**config.mk**
```make
export PLATFORM = sky130hd
export DESIGN_NAME = shared_mem_sched
export DESIGN_NICKNAME = d
export VERILOG_FILES = /design/src/rtl/shared_mem_sched.sv
export SDC_FILE = /design/constraint.sdc
export NUM_CORES = 1
export LEC_CHECK = 0
export CORE_ASPECT_RATIO = 0.6
export CORE_MARGIN = 2
export CORE_UTILIZATION = 34
export CTS_BUF_LIST = sky130_fd_sc_hd__clkbuf_4 sky130_fd_sc_hd__clkbuf_8 sky130_fd_sc_hd__clkbuf_16
export DETAILED_ROUTE_END_ITERATION = 8
export PLACE_DENSITY_LB_ADDON = 0.3
export SETUP_SLACK_MARGIN = 0.1
export SLEW_MARGIN = 0
export SYNTH_ARGS = -nofsm -noshare
export SYNTH_HDL_FRONTEND = slang
export SYNTH_SLANG_ARGS = --single-unit
```
**constraint.sdc**
```tcl
create_clock -name clk -period 4.66 [get_ports clk]
set_input_delay 0.699 -clock clk [delete_from_list [all_inputs] [get_ports clk]]
set_output_delay 0.699 -clock clk [all_outputs]
set_load 0.02 [all_outputs]
```
**src/rtl/shared_mem_sched.sv**
```systemverilog
// shared_mem_sched: time-shares one single-port register array between NREQ
// requesters. Each transaction takes IDLE (arbitrate) -> ACCESS -> RESP (ack).
// Build option: define SHARED_MEM_SCHED_FIXED_PRIO_EN for fixed lowest-index
// priority; by default arbitration is round-robin.
module shared_mem_sched #(
  parameter int unsigned NREQ = 4,
  parameter int unsigned AW   = 5,
  parameter int unsigned DW   = 8
) (
  input  logic                 clk,
  input  logic                 reset,
  input  logic [NREQ-1:0]      req,
  input  logic [NREQ-1:0]      we,
  input  logic [NREQ*AW-1:0]   addr,
  input  logic [NREQ*DW-1:0]   wdata,
  output logic [NREQ-1:0]      gnt,
  output logic [NREQ-1:0]      ack,
  output logic [DW-1:0]        rdata,
  output logic                 busy,
  output logic [15:0]          txn_count
);

  localparam int unsigned IW    = (NREQ > 1) ? $clog2(NREQ) : 1;
  localparam int unsigned DEPTH = 1 << AW;

  typedef enum logic [1:0] {
    S_IDLE   = 2'd0,
    S_ACCESS = 2'd1,
    S_RESP   = 2'd2
  } state_t;

  state_t          state;
  state_t          state_nxt;
  logic [IW-1:0]   win;
  logic [IW-1:0]   pick_c;
  logic            any_c;
  logic            acc_we_c;
  logic [AW-1:0]   acc_addr_c;
  logic [DW-1:0]   acc_wdata_c;
  logic [DW-1:0]   mem [DEPTH];

`ifdef SHARED_MEM_SCHED_FIXED_PRIO_EN
  // Fixed priority: lowest-index active request wins
  always_comb begin
    pick_c = '0;
    any_c  = 1'b0;
    for (int i = NREQ - 1; i >= 0; i--) begin
      if (req[IW'(i)]) begin
        any_c  = 1'b1;
        pick_c = IW'(i);
      end
    end
  end
`else
  logic [IW-1:0] ptr;

  // Round-robin: first active request scanning upward from ptr, wrapping
  always_comb begin
    pick_c = '0;
    any_c  = 1'b0;
    for (int i = 0; i < int'(NREQ); i++) begin
      int idx;
      idx = int'(ptr) + i;
      if (idx >= int'(NREQ)) idx = idx - int'(NREQ);
      if (!any_c && req[IW'(idx)]) begin
        any_c  = 1'b1;
        pick_c = IW'(idx);
      end
    end
  end

  // Pointer moves one past the winner as its transaction completes
  always_ff @(posedge clk) begin
    if (reset) begin
      ptr <= '0;
    end else if (state == S_RESP) begin
      ptr <= (win == IW'(NREQ - 1)) ? '0 : win + IW'(1);
    end
  end
`endif

  // Winner's request fields, held stable by the requester until ack
  always_comb begin
    acc_we_c    = we[win];
    acc_addr_c  = addr[32'(win) * AW +: AW];
    acc_wdata_c = wdata[32'(win) * DW +: DW];
  end

  // State register
  always_ff @(posedge clk) begin
    if (reset) state <= S_IDLE;
    else       state <= state_nxt;
  end

  // Next-state logic
  always_comb begin
    state_nxt = state;
    unique case (state)
      S_IDLE:   if (any_c) state_nxt = S_ACCESS;
      S_ACCESS: state_nxt = S_RESP;
      S_RESP:   state_nxt = S_IDLE;
      default:  state_nxt = S_IDLE;
    endcase
  end

  // Storage array write; contents intentionally not reset
  always_ff @(posedge clk) begin
    if (!reset && state == S_ACCESS && acc_we_c) begin
      mem[acc_addr_c] <= acc_wdata_c;
    end
  end

  // Registered outputs and winner latch
  always_ff @(posedge clk) begin
    if (reset) begin
      gnt       <= '0;
      ack       <= '0;
      rdata     <= '0;
      busy      <= 1'b0;
      txn_count <= '0;
      win       <= '0;
    end else begin
      unique case (state)
        S_IDLE: begin
          ack <= '0;
          if (any_c) begin
            win  <= pick_c;
            gnt  <= NREQ'(1) << pick_c;
            busy <= 1'b1;
          end
        end
        S_ACCESS: begin
          ack       <= gnt;
          txn_count <= txn_count + 16'd1;
          if (!acc_we_c) rdata <= mem[acc_addr_c];
        end
        S_RESP: begin
          ack  <= '0;
          gnt  <= '0;
          busy <= 1'b0;
        end
        default: begin
          ack  <= '0;
          gnt  <= '0;
          busy <= 1'b0;
        end
      endcase
    end
  end

endmodule

```
==> results of run 1 <==
worst max path at each step:
stage | endpoint | slack (ps)
finish | rdata[0]$_SDFFE_PP0P_ | 750
global route | rdata[0]$_SDFFE_PP0P_ | 440
CTS | rdata[0]$_SDFFE_PP0P_ | 680
detailed placement | rdata[0]$_SDFFE_PP0P_ | 210
global placement | rdata[0]$_SDFFE_PP0P_ | 250
floorplan | mem[11][0]$_DFFE_PP_ | 1910
Yosys cell counts:
cell       instances  area (um2)
a21o_1             1        7.51
mux2_2             1        11.3
or2_2              1        6.26
a221oi_1           4        35.0
nand4_1            5        31.3
nor4_1            12        75.1
buf_6              4        45.0
o22ai_1            1        6.26
nand3b_1           5        37.5
and3_1             4        25.0
o221ai_1           1        8.76
ha_1               2        25.0
a211oi_1         112         841
nand2b_1           3        18.8
nand2_1           20        75.1
edfxtp_1         256        7690
and2_1             5        31.3
xor2_1            10        87.6
dfxtp_1           39         781
buf_2             20         100
buf_4              3        22.5
xnor2_1            1        8.76
or3_1              7        43.8
and2_0             1        6.26
and2_4             1        8.76
nand3_1            6        30.0
clkbuf_1          20        75.1
a211o_1            1        8.76
nor3_1             2        10.0
inv_1              3        11.3
a311oi_1           2        17.5
nor2_1            68         255
buf_1              4        15.0
nor2b_1           58         363
a21oi_1           24         120
o22a_1             1        8.76
a222oi_1           3        30.0
o21ai_0            6        30.0
mux2i_1           77         771
a2111oi_0          2        17.5
or2_0              1        6.26
mux4_1             1        26.3
mux4_2            12         270
a221oi_2           1        15.0
through the flow:
stage	total power (W)	hold slack (ps)
finish	0.00609	467
global route	0.00629	493
CTS	0.00612	473
detailed placement	0.00370	463
global placement	0.00370	457
floorplan	0.00341	507
logic make-up after synthesis:
kind of cell	Yosys count
compound gates	159
xor+xnor	11
fa+ha+maj	2
buf+inv	54
flops	295
mux	91
simple gates	199
state kept, by name, indices dropped and copies added, names as in the netlist:
| name | flops |
|---|---|
| ack | 4 |
| busy | 1 |
| gnt | 4 |
| mem | 256 |
| ptr | 2 |
| rdata | 8 |
| state | 2 |
| txn_count | 16 |
| win | 2 |
tightest hold or removal path: cells and delay by family (launching register included):
kind,cells,cell delay (ps)
and+or+nand+nor,1,50
DFF,1,320
AOI/OAI and AO/OA,1,50
layer usage:
metal	GRT usage, %	part of all wire [%]	vias up
met2	22.2	39	201
met5	0	0	-
li1	-	-	3410
met1	28.6	51	3643
met3	4.60	8.3	39
met4	2.60	1.3	0
cell type report:
cell class,count,share of cell area [%]
sequential,295,57.5
multi-input combinational,462,23.0
timing repair buffer,136,8.79
clock buffer,36,5.29
tap,467,3.97
clock inverter,16,1.37
inverter,3,0.0765
antenna,1,0.0170
power groups by stage:
| stage | registers (W) | clock network (W) | logic, W |
|---|---|---|---|
| finish | 0.00296 | 0.00245 | 0.000683 |
| global route | 0.00296 | 0.00259 | 0.000736 |
| CTS | 0.00296 | 0.00248 | 0.000688 |
| detailed placement | 0.00302 | 0 | 0.000687 |
| global placement | 0.00302 | 0 | 0.000681 |
| floorplan | 0.00302 | 0 | 0.000388 |
==> flow_metrics.py, run 1 <==
metrics = {
    "timing": {
        "worst_slack_ps": 748,
        "max_freq_mhz": 256,
        "worst_pin_slew_ps": 1190,
        "period_minus_slack_ps": 3910,
        "finalHoldViolCount": 0,
        "min_period_over_period_pct": 84.0,
        "drv_slew": 0,
        "skew_ps": 15.3,
        "rsz0062_at_grt": "no",
        "tns_ps": 0,
        "relSlewSlack_pct": 20.2,
        "finalSetupViolations": 0,
    },
    "route": {
        "drcViolationCount": 0,
        "drt_iter0_drc": 730,
        "route.vias.total": 7293,
        "ant_nets": 0,
        "wl_per_cell_um": 22.6,
        "vias_per_cell": 5.15,
        "wl_um": 32100,
        "firstDrtPassIters": 5,
    },
    "cells_and_area": {
        "fin_nets": 990,
        "ff_latch_area_mm2": 0.00847,
        "mostFrequentLayoutCells": "edfxtp_1 (256), a211oi_1 (112), clkdlybuf4s50_1 (94)",
        "multi_input_area_mm2": 0.00338,
        "fillers": 3160,
        "layout-drive-gt1-share_pct": 11.2,
        "fin_cells": 1416,
        "final_core_utilization_pct": 42.1,
        "area.growth.synth_to_final_pct": 21.6,
        "finalInstanceArea_mm2": 0.0147,
        "final_common_cell": "edfxtp_1",
    },
    "placement": {
        "io_buffers": 94,
        "place_ws_ps": 206,
        "place_inst": 1363,
        "place_congestion": 0.795,
        "dpl_cell_area_mm2": 0.0137,
        "post-dp-hpwl_um": 21300,
    },
    "worst_setup_path": {
        "path_depth": 7,
        "r2r-end": "rdata[0]$_SDFFE_PP0P_",
        "cp-start-kind": "register",
        "critPathMaxStageDelay_ps": 950,
        "cp.required_ps": 5060,
        "cp-end-kind": "register",
        "cp-startpoint": "win[0]$_SDFFE_PP0P_",
        "reg2reg_setup_slack_ps": 750,
        "cp_top_family": "simple AND/OR/NAND/NOR gates",
        "crit_type": "reg2reg",
        "slowest_stage": "nor3_1",
        "arrival_ps": 4310,
        "reg2reg_from": "win[0]$_SDFFE_PP0P_",
        "cp_max_fo": 31,
        "crit_chain": "mux2i_1 > mux2_2 > buf_4 > nor3_1 > a221oi_1 > nor4_1 > a211oi_1",
        "r2r_cells": 7,
        "path_buf_inv": 1,
    },
    "min_path": {
        "worstHoldPathType": "reg2reg",
        "holdPathStages": 2,
        "holdPathEnd": "gnt[1]$_SDFFE_PP0P_",
        "min_from": "gnt[1]$_SDFFE_PP0P_",
    },
    "floorplan": {
        "start_util_pct": 34.6,
        "io_pins": 95,
        "fp-row-count": 53,
        "fp.dieW_um": 248,
        "core_area_mm2": 0.0350,
        "die_h_um": 150,
        "dieArea_mm2": 0.0372,
    },
    "synth": {
        "synth_cell_types": 44,
        "synthSimpleGateAreaFrac_pct": 8.45,
        "ys_ff_latch": 295,
        "synth-xor-area-share_pct": 0.796,
        "synth_area_per_cell_um2": 14.9,
        "synth_top_family_by_area": "compound AO/OA/AOI/OAI gates",
        "synth_nets": 875,
        "ys_seq_area_share_pct": 69.9,
        "synth-adder-area-share_pct": 0.207,
        "synth_area_mm2": 0.0121,
        "synthCells": 811,
        "synth_compound_area_share_pct": 9.47,
        "synth.area.mux_share_pct": 8.91,
        "ys_warn_count": 0,
    },
    "power": {
        "p_sw_w": 0.00146,
        "clockPowerShare_pct": 40.2,
        "internal_power_w": 0.00463,
        "irDropWorstVdd_mv": 0.300,
        "p_per_area_mw_per_mm2": 414,
        "p_sw_share_pct": 23.9,
        "power_frac_seq_pct": 48.6,
        "p_leak_nw": 4.79,
        "pwr-share-comb_pct": 11.2,
    },
    "clock_network": {
        "clock_tree.buffer_depth": 3,
        "htree_levels": 1,
        "clk_pin_slew_ps": 70,
        "root_buffer": "clkbuf_16",
        "cts.sinks": 295,
        "clk_latency_ps": 560,
        "postCtsSetupBuffers": 0,
        "cts_tree": "done",
        "hold_buffers": 0,
        "post_cts_resized": 0,
        "numCtsBuffers": 28,
    },
    "flow_run": {
        "drv_cap": 0,
    },
    "global_route": {
        "grt_antenna_before_repair": 1,
        "grt.total_usage_pct": 17.3,
        "grt_max_degree": 46,
        "grt_pass1_wl_um": 46800,
        "grt.overflow.total": 0,
        "grt_pass1_vias": 6959,
    },
    "status": {
        "status": "completed",
    },
}
Power figures use the tool's default switching activity.
==> run 2, diff against run 1 <==
==> constraint.sdc (replaced) <==
create_clock -name clk -period 3.1 [get_ports clk]
set_input_delay 0.465 -clock clk [delete_from_list [all_inputs] [get_ports clk]]
set_output_delay 0.465 -clock clk [all_outputs]
set_load 0.02 [all_outputs]
==> run 2 against run 1 <==
Via count rose by 5.9%. Register-to-register slack got worse by 540 ps. Cell area rose by 3.5%. Largest cell class unchanged.
==> flow_metrics.py, run 2 (synthesized netlist as in run 1, its figures left out) <==
metrics = {
    "placement": {
        "post-dp-hpwl_um": 21800,
        "dpl_cell_area_mm2": 0.0142,
        "place_congestion": 0.846,
        "io_buffers": 94,
    },
    "global_route": {
        "grt_antenna_before_repair": 0,
        "grt_pass1_wl_um": 47500,
        "grt_pass1_vias": 7371,
        "grt.overflow.total": 0,
        "grt_max_degree": 33,
        "grt.total_usage_pct": 17.5,
    },
    "clock_network": {
        "htree_levels": 1,
        "clock_tree.buffer_depth": 3,
        "root_buffer": "clkbuf_16",
        "clk_latency_ps": 560,
        "hold_buffers": 0,
        "clk_pin_slew_ps": 70,
        "cts.sinks": 295,
        "cts_tree": "done",
        "numCtsBuffers": 27,
    },
    "min_path": {
        "worstHoldPathType": "reg2reg",
        "holdPathStages": 2,
    },
    "route": {
        "route.vias.total": 7724,
        "vias_per_cell": 5.23,
        "firstDrtPassIters": 6,
        "drcViolationCount": 0,
        "wl_per_cell_um": 22.0,
        "ant_nets": 0,
        "drt_iter0_drc": 905,
        "wl_um": 32500,
    },
    "cells_and_area": {
        "mostFrequentLayoutCells": "edfxtp_1 (256), a211oi_1 (107), buf_4 (97)",
        "final_core_utilization_pct": 43.5,
        "layout-drive-gt1-share_pct": 17.8,
        "top_register": "mem",
        "area.growth.synth_to_final_pct": 25.8,
        "fin_nets": 1052,
        "top_regs": "mem: 256 flops, txn_count: 16 flops, rdata: 8 flops",
        "finalInstanceArea_mm2": 0.0152,
        "largest_reg_flops": 256,
        "final_common_cell": "edfxtp_1",
    },
    "timing": {
        "min_period_over_period_pct": 93.1,
        "rsz0062_at_grt": "yes",
        "skew_ps": 17.7,
        "finalHoldViolCount": 0,
        "max_freq_mhz": 346,
        "hold_slack_ps": 466,
        "finalSetupViolations": 0,
        "drv_slew": 0,
        "relSlewSlack_pct": 43.5,
        "worst_pin_slew_ps": 844,
        "period_minus_slack_ps": 2890,
    },
    "worst_setup_path": {
        "cp_max_fo": 26,
        "cp-start-kind": "register",
        "arrival_ps": 3310,
        "cp-end-kind": "register",
        "cp.required_ps": 3520,
        "r2r_cells": 8,
        "crit_type": "reg2reg",
    },
    "power": {
        "p_leak_nw": 5.11,
        "irDropWorstVdd_mv": 0.392,
        "p_per_area_mw_per_mm2": 588,
    },
    "floorplan": {
        "io_pins": 95,
        "fp-row-count": 53,
        "dieArea_mm2": 0.0372,
        "core_area_mm2": 0.0350,
        "fp.dieW_um": 248,
        "die_h_um": 150,
        "start_util_pct": 34.6,
    },
    "flow_run": {
        "drv_cap": 0,
    },
    "status": {
        "status": "completed",
    },
}
-- run 2: cell types whose count changed in the layout (fill, tap and decap cells not counted), moves of 3 or more --
cell	delta
a211oi_2	+5
nor4_1	-4
bufinv_16	-4
clkbuf_8	+4
clkinv_1	-5
buf_12	+4
clkbuf_4	-3
buf_4	+58
inv_1	+4
a211oi_1	-5
-- run 2: final timing paths --
path                            start  slack [ps]                    end
setup / recovery  win[0]$_SDFFE_PP0P_         210  rdata[2]$_SDFFE_PP0P_
hold / removal    gnt[3]$_SDFFE_PP0P_         470    gnt[3]$_SDFFE_PP0P_
setup reg to reg  win[0]$_SDFFE_PP0P_         210  rdata[2]$_SDFFE_PP0P_
hold reg to reg   gnt[3]$_SDFFE_PP0P_         470    gnt[3]$_SDFFE_PP0P_
-- run 2: report_power, final --
part / internal [W] / total [W] / switching (W)
clock: 0.00187 / 0.00334 / 0.00147
sequential: 0.00442 / 0.00445 / 0.0000279
combinational: 0.000457 / 0.00117 / 0.000711
total: 0.00674 / 0.00895 / 0.00221
-- run 2: final cells by class --
cell class                 instances  area [um2]
antenna                            1        2.50
clock buffer                      36         786
clock inverter                    14        98.8
fill                            3169       19800
inverter                           3        11.3
multi-input combinational        462        3460
sequential                       295        8470
tap                              467         584
timing repair buffer             199        1820
-- run 2: critical path, stage by stage, from the launching register on --
cell,delay (ps)
dfxtp_1,430
mux4_4,760
buf_12,220
buf_4,240
a211oi_1,280
a211oi_1,80
buf_4,170
nor4_1,400
a211oi_1,130
-- run 2: routing by layer --
| metal | vias up | share of wire [%] | global-route usage [%] |
|---|---|---|---|
| li1 | 3537 | - | - |
| met1 | 3924 | 51 | 27.7 |
| met2 | 227 | 40 | 23.7 |
| met3 | 36 | 7.5 | 4.81 |
| met4 | 0 | 1.5 | 3.23 |
| met5 | - | 0 | 0 |
-- run 2: per-stage QoR --
| step | setup WS (ps) | total power [W] | setup TNS [ps] | std cells |
|---|---|---|---|---|
| CTS | 155 | 0.00898 | 0 | 1474 |
| detailed placement | -334 | 0.00567 | -2560 | 1424 |
| global route | 103 | 0.00923 | 0 | 1476 |
| floorplan | 550 | 0.00512 | 0 | 811 |
| global placement | -341 | 0.00566 | -2230 | 1424 |
| finish | 212 | 0.00895 | 0 | 1477 |
-- run 2: what timing repair did --
item	in CTS	in global routing
setup endpoints to repair	2	21
setup buffers	0	2
gates resized for setup	2	13
